--- src/rtl/ysyx_22050019_pkg.sv ---
// Shared IFU definitions: FSM encoding, boot PC and response codes.
package ysyx_22050019_pkg;

  typedef enum logic [2:0] {
    S_BOOT,
    S_REQ,
    S_WAIT,
    S_OUT,
    S_DROP
  } ifu_state_e;

  localparam logic [63:0] RESET_PC   = 64'h0000_0000_8000_0000;
  localparam int          INST_WIDTH = 32;
  localparam logic [1:0]  RESP_OKAY  = 2'b00;

endpackage

--- src/rtl/ysyx_22050019_ifu.sv ---
// Instruction fetch unit: one outstanding icache request, a single-entry
// capture register toward the IDU, and redirect-safe response draining.
module ysyx_22050019_ifu #(
  parameter int ADDR_WIDTH = 64,
  parameter int DATA_WIDTH = 64,
  parameter int INST_WIDTH = ysyx_22050019_pkg::INST_WIDTH,
  parameter logic [ADDR_WIDTH-1:0] RESET_PC = ysyx_22050019_pkg::RESET_PC
) (
  input  logic                  clk,
  input  logic                  rst,
  input  logic                  redirect_valid_i,
  input  logic [ADDR_WIDTH-1:0] redirect_pc_i,
  output logic                  ic_ar_valid_o,
  input  logic                  ic_ar_ready_i,
  output logic [ADDR_WIDTH-1:0] ic_ar_addr_o,
  input  logic                  ic_r_valid_i,
  output logic                  ic_r_ready_o,
  input  logic [1:0]            ic_r_resp_i,
  input  logic [DATA_WIDTH-1:0] ic_r_data_i,
  output logic                  id_valid_o,
  input  logic                  id_ready_i,
  output logic [ADDR_WIDTH-1:0] id_pc_o,
  output logic [INST_WIDTH-1:0] id_inst_o,
  output logic                  id_fault_o
);
  import ysyx_22050019_pkg::*;

  ifu_state_e state_q, state_d;

  logic [ADDR_WIDTH-1:0] pc_q, pc_d;
  logic [ADDR_WIDTH-1:0] id_pc_q, id_pc_d;
  logic [INST_WIDTH-1:0] id_inst_q, id_inst_d;
  logic                  id_fault_q, id_fault_d;

  logic                  ar_hs, r_hs, id_hs;
  logic                  resp_err;
  logic [INST_WIDTH-1:0] word_inst;
  logic                  unused_redirect_lsb;

  assign ic_ar_valid_o = (state_q == S_REQ);
  assign ic_r_ready_o  = (state_q == S_WAIT)
                       | (state_q == S_DROP);
  // A redirect makes the held instruction wrong-path immediately.
  assign id_valid_o    = (state_q == S_OUT)
                       & ~redirect_valid_i;

  assign ar_hs = ic_ar_valid_o & ic_ar_ready_i;
  assign r_hs  = ic_r_ready_o & ic_r_valid_i;
  assign id_hs = id_valid_o & id_ready_i;

  assign resp_err  = (ic_r_resp_i != RESP_OKAY);
  assign word_inst = pc_q[2]
    ? ic_r_data_i[2*INST_WIDTH-1:INST_WIDTH]
    : ic_r_data_i[INST_WIDTH-1:0];

  assign unused_redirect_lsb = ^redirect_pc_i[1:0];

  always_comb begin
    state_d    = state_q;
    pc_d       = pc_q;
    id_pc_d    = id_pc_q;
    id_inst_d  = id_inst_q;
    id_fault_d = id_fault_q;
    unique case (state_q)
      S_BOOT: state_d = S_REQ;
      S_REQ: begin
        if (ar_hs) begin
          state_d = redirect_valid_i ? S_DROP : S_WAIT;
        end
      end
      S_WAIT: begin
        if (redirect_valid_i) begin
          state_d = r_hs ? S_REQ : S_DROP;
        end else if (r_hs) begin
          id_pc_d    = pc_q;
          id_fault_d = resp_err;
          id_inst_d  = resp_err ? '0 : word_inst;
          state_d    = S_OUT;
        end
      end
      S_OUT: begin
        if (redirect_valid_i) begin
          state_d = S_REQ;
        end else if (id_hs) begin
          pc_d    = pc_q + ADDR_WIDTH'(4);
          state_d = S_REQ;
        end
      end
      S_DROP: begin
        if (r_hs) begin
          state_d = S_REQ;
        end
      end
      default: state_d = S_BOOT;
    endcase
    if (redirect_valid_i) begin
      pc_d = {redirect_pc_i[ADDR_WIDTH-1:2], 2'b00};
    end
  end

  always_ff @(posedge clk) begin
    if (rst) begin
      state_q    <= S_BOOT;
      pc_q       <= RESET_PC;
      id_pc_q    <= '0;
      id_inst_q  <= '0;
      id_fault_q <= 1'b0;
    end else begin
      state_q    <= state_d;
      pc_q       <= pc_d;
      id_pc_q    <= id_pc_d;
      id_inst_q  <= id_inst_d;
      id_fault_q <= id_fault_d;
    end
  end

  assign ic_ar_addr_o = pc_q;
  assign id_pc_o      = id_pc_q;
  assign id_inst_o    = id_inst_q;
  assign id_fault_o   = id_fault_q;

endmodule

--- config.mk ---
export PLATFORM = sky130hd
export DESIGN_NAME = ysyx_22050019_ifu
export DESIGN_NICKNAME = d
export VERILOG_FILES = /design/src/rtl/ysyx_22050019_pkg.sv /design/src/rtl/ysyx_22050019_ifu.sv
export SDC_FILE = /design/constraint.sdc
export NUM_CORES = 1
export LEC_CHECK = 0
export BUFFER_PORTS_ARGS = -buffer_cell sky130_fd_sc_hd__buf_2
export CAP_MARGIN = 10
export CELL_PAD_IN_SITES_DETAIL_PLACEMENT = 1
export CELL_PAD_IN_SITES_GLOBAL_PLACEMENT = 1
export CORE_MARGIN = 2
export CORE_UTILIZATION = 32
export CTS_BUF_LIST = sky130_fd_sc_hd__clkbuf_8
export CTS_CLUSTER_SIZE = 40
export DETAILED_ROUTE_END_ITERATION = 12
export PLACE_DENSITY = 0.74
export SYNTH_ARGS = -nofsm -noshare
export SYNTH_HDL_FRONTEND = slang
export SYNTH_SLANG_ARGS = --single-unit
export TNS_END_PERCENT = 1
--- constraint.sdc ---
create_clock -name clk -period 2.6 [get_ports clk]
set_clock_uncertainty 0.2 [all_clocks]
set_input_delay 0.13 -clock clk [delete_from_list [all_inputs] [get_ports clk]]
set_output_delay 0.13 -clock clk [all_outputs]
set_load 0.05 [all_outputs]
==> metrics <==
post-synthesis sequential area ratio=0.419; count of state elements after synthesis=160; total power=about 0.0056 W; most frequent CP cell=or4_4; vias in the first global route=9152; Comb power frac=0.186; R2R depth=6; Core Area=0.0235 mm^2; Post-synth EDFFs=0; Critical Path End=ic_ar_addr_o[29]; Net Sw Power=0.00180 W; CP max stage cell=or4_4; HPWL after DPL=19800 um; Lkg Pwr=4.72 nW; WL/cell=18.3 um; die height=about 160 um; Crit. path cell count=6; CP endpoint kind=register; CP Class=reg2reg; Yosys Warn Count=0; crit path DAT=around 2700 ps; minimum clock period after layout=~2500 ps; Vias=just under 9000; Die Wd=~160 um; Remaining DRCs=0; FFs w/ async S/R, synth=0; syn avg cell area=7.87 um^2; global-route wire length before repair=48600 um; I/O Pins=300; Filler cells=roughly 2900; Final setup violation count=0; CP delay by family, top=simple AND/OR/NAND/NOR gates; CP peak stage delay=between 500 and 600 ps; CP startpoint=ic_ar_addr_o[11]; CTS tree=yes; DRT antenna net count=0; Iter 0 DRT Violations=408; Routed WL=31500 um; Rows=56; setup slack, reg-to-reg=80 ps; Final Hold Viols=0; Final GP Congestion=0.796; Max Cap Viol=0; CTS max path bufs=2; dpl cell area=0.00973 mm^2; Total GRT Usage=0.246; fmax=0.397 GHz; Final Net Count=1519; largest net degree at the start of global routing=108; outcome=completed; Pwr per Cell Area=489 mW/mm^2; Seq pwr share=0.469; post-route cell area=0.0115 mm^2; clock root buffer=clkbuf_8; Area growth, synth to finish=50.2%; Crit path required time=2770 ps; Die Footprint=0.0251 mm^2; GRT overflow=0; drt first pass iters=4; vias per std cell=5.16; Synth cell types=49; internal power=0.00381 W; IO buf count=between 200 and 300; Clk network pwr share=0.346; CTS clk-pin slew, worst paths=90 ps; htree depth=4; fin crit share=0.969; CTS Buf Count=17; cell area after synthesis=0.00764 mm^2; worst slew pin tran=716 ps; Slew headroom=0.523; cells after synthesis=971; Clock Sinks=between 150 and 200; worst path bufs/invs=1; peak supply drop=~0.00024 V; switching share of power=0.321; crit-path max FO=13; max-slew violation count=0; Most used DFF post-synth=dfxtp_1; HP Class=in2reg; initial antenna violation count=5; share of layout cells above drive strength 1=0.308; Cell Chain, Critical Path=nand3_2 -> or4_4 -> buf_6 -> or4_4 -> o31a_1 -> a221oi_2; starting density of the core=0.325; Worst-Skew Late Latency=460 ps; reg2reg end=ic_ar_addr_o[29]; r2r startpoint=ic_ar_addr_o[11]; startpoint types=register
[flip-flops by register name, indices dropped and copies added, names as in the netlist]
name,count
id_inst_o,32
id_fault_o,1
state_q,3
ic_ar_addr_o,62
id_pc_o,62
[area by class of cell]
| class | count | area, um^2 | share of cell area |
|---|---|---|---|
| Multi-Input combinational cell | 710 | 4100 | 0.357 |
| Clock inverter | 15 | 159 | 0.0139 |
| Clock buffer | 17 | 234 | 0.0204 |
| Timing Repair Buffer | 474 | 3210 | 0.280 |
| Antenna cell | 6 | 15.0 | 0.00131 |
| Tap cell | 319 | 399 | 0.0348 |
| Inverter | 19 | 71.3 | 0.00622 |
| Sequential cell | 160 | 3280 | 0.286 |
[how the worst min path moves through the flow]
| stage | end | slack, ps | from | cells after the start |
|---|---|---|---|---|
| finish | ic_ar_addr_o[12] | 90 | redirect_valid_i | 4 |
| global route | ic_ar_addr_o[12] | 100 | redirect_valid_i | 4 |
| CTS | ic_ar_addr_o[12] | 60 | redirect_valid_i | 4 |
| detailed placement | ic_ar_addr_o[3] | 170 | redirect_pc_i[3] | 3 |
| global placement | ic_ar_addr_o[3] | 160 | redirect_pc_i[3] | 3 |
| floorplan | ic_ar_addr_o[12] | 60 | redirect_pc_i[12] | 2 |
[cells in the mapped netlist (3+ instances only)]
cell,count,area share
nand3b_1,3,0.0029
a211oi_1,35,0.034
and2_1,6,0.0049
o21ai_0,11,0.0072
nand2_1,159,0.078
buf_2,3,0.0020
xor2_1,11,0.013
buf_1,9,0.0044
a21oi_1,103,0.067
or4_1,3,0.0029
inv_1,19,0.0093
nor4_1,18,0.015
and4_1,13,0.015
a2111oi_1,3,0.0039
xnor2_1,21,0.024
dfxtp_1,160,0.42
or3_1,10,0.0082
nand3_1,24,0.016
a311oi_1,12,0.014
nand4_1,23,0.019
nor3_1,48,0.031
clkbuf_1,68,0.033
buf_4,4,0.0039
nor3b_1,7,0.0069
mux2i_1,33,0.043
nor2b_1,8,0.0066
or2_2,4,0.0033
nor2_1,92,0.045
and3_1,13,0.011
nor4b_1,9,0.010
nand2b_1,3,0.0025
a2111oi_0,13,0.015
[layer usage]
metal / part of all wire / up-vias / track usage / routed length, um
met3: 0.053 / 66 / 0.0593 / 1680
met2: 0.50 / 267 / 0.434 / 15700
met4: 0.031 / 0 / 0.103 / 978
met5: 0 / - / 0 / 0
met1: 0.42 / 4291 / 0.285 / 13100
li1: - / 4249 / - / -
[kinds of logic (layout without fill, tap and decap cells)]
kind of cell | Yosys count | after routing | share of synthesized area
compound gates | 187 | 187 | 0.152
xor+xnor | 32 | 32 | 0.0367
fa+ha+maj | 1 | 1 | 0.00164
buf+inv | 104 | 525 | 0.0537
flops | 160 | 160 | 0.419
mux | 35 | 35 | 0.0462
other cells | 1 | 10 | 0.000491
simple gates | 451 | 451 | 0.289
[tightest hold or removal path, stage by stage]
cell     delay, ps
buf_2          110
buf_4          280
nand2_1        120
a21oi_1         50
[through the flow]
step / instances / hold WS [ps] / util / setup WS, ps / TNS (ps)
after CTS: 1714 / 57.5 / 0.487 / 31.3 / 0
after global placement: 1552 / 163 / 0.415 / 60.5 / 0
after global routing: 1719 / 101 / 0.488 / -23.4 / -23.4
final: 1720 / 89.0 / 0.489 / 80.7 / 0
after floorplan: 974 / 64.4 / - / -41.1 / -80.2
after detailed placement: 1552 / 174 / 0.415 / -34.4 / -59.2
[power groups by stage]
| stage | Combinational (W) | Sequential [W] | Clock, W |
|---|---|---|---|
| 2_1_floorplan | 0.000304 | 0.00291 | 0 |
| 3_5_place_dp | 0.000845 | 0.00268 | 0 |
| 6_report | 0.00104 | 0.00263 | 0.00194 |
| 3_3_place_gp | 0.000836 | 0.00268 | 0 |
| 4_1_cts | 0.00102 | 0.00263 | 0.00199 |
| 5_1_grt | 0.00111 | 0.00264 | 0.00208 |
[timing repair]
action	CTS	global route
buffers inserted	0	0
hold endpoints to repair	128	0
hold buffers	130	0
setup endpoints to repair	3	5
pin swaps	1	0
gates resized for setup	2	6
[layout by cell type, fill, tap and decap left out, types with 18 or more instances in the layout]
cell type      netlist  layout
buf_2                3     292
nand2_1            159     158
dlygate4sd3_1        0     130
dfxtp_1            160     127
a21oi_1            103     103
nor2_1              92      92
nor3_1              48      47
buf_4                4      46
a211oi_1            35      35
mux2i_1             33      33
nand4_1             23      23
nand3_1             24      22
xnor2_1             21      21
inv_1               19      19
nor4_1              18      18
Power figures use the tool's default switching activity.
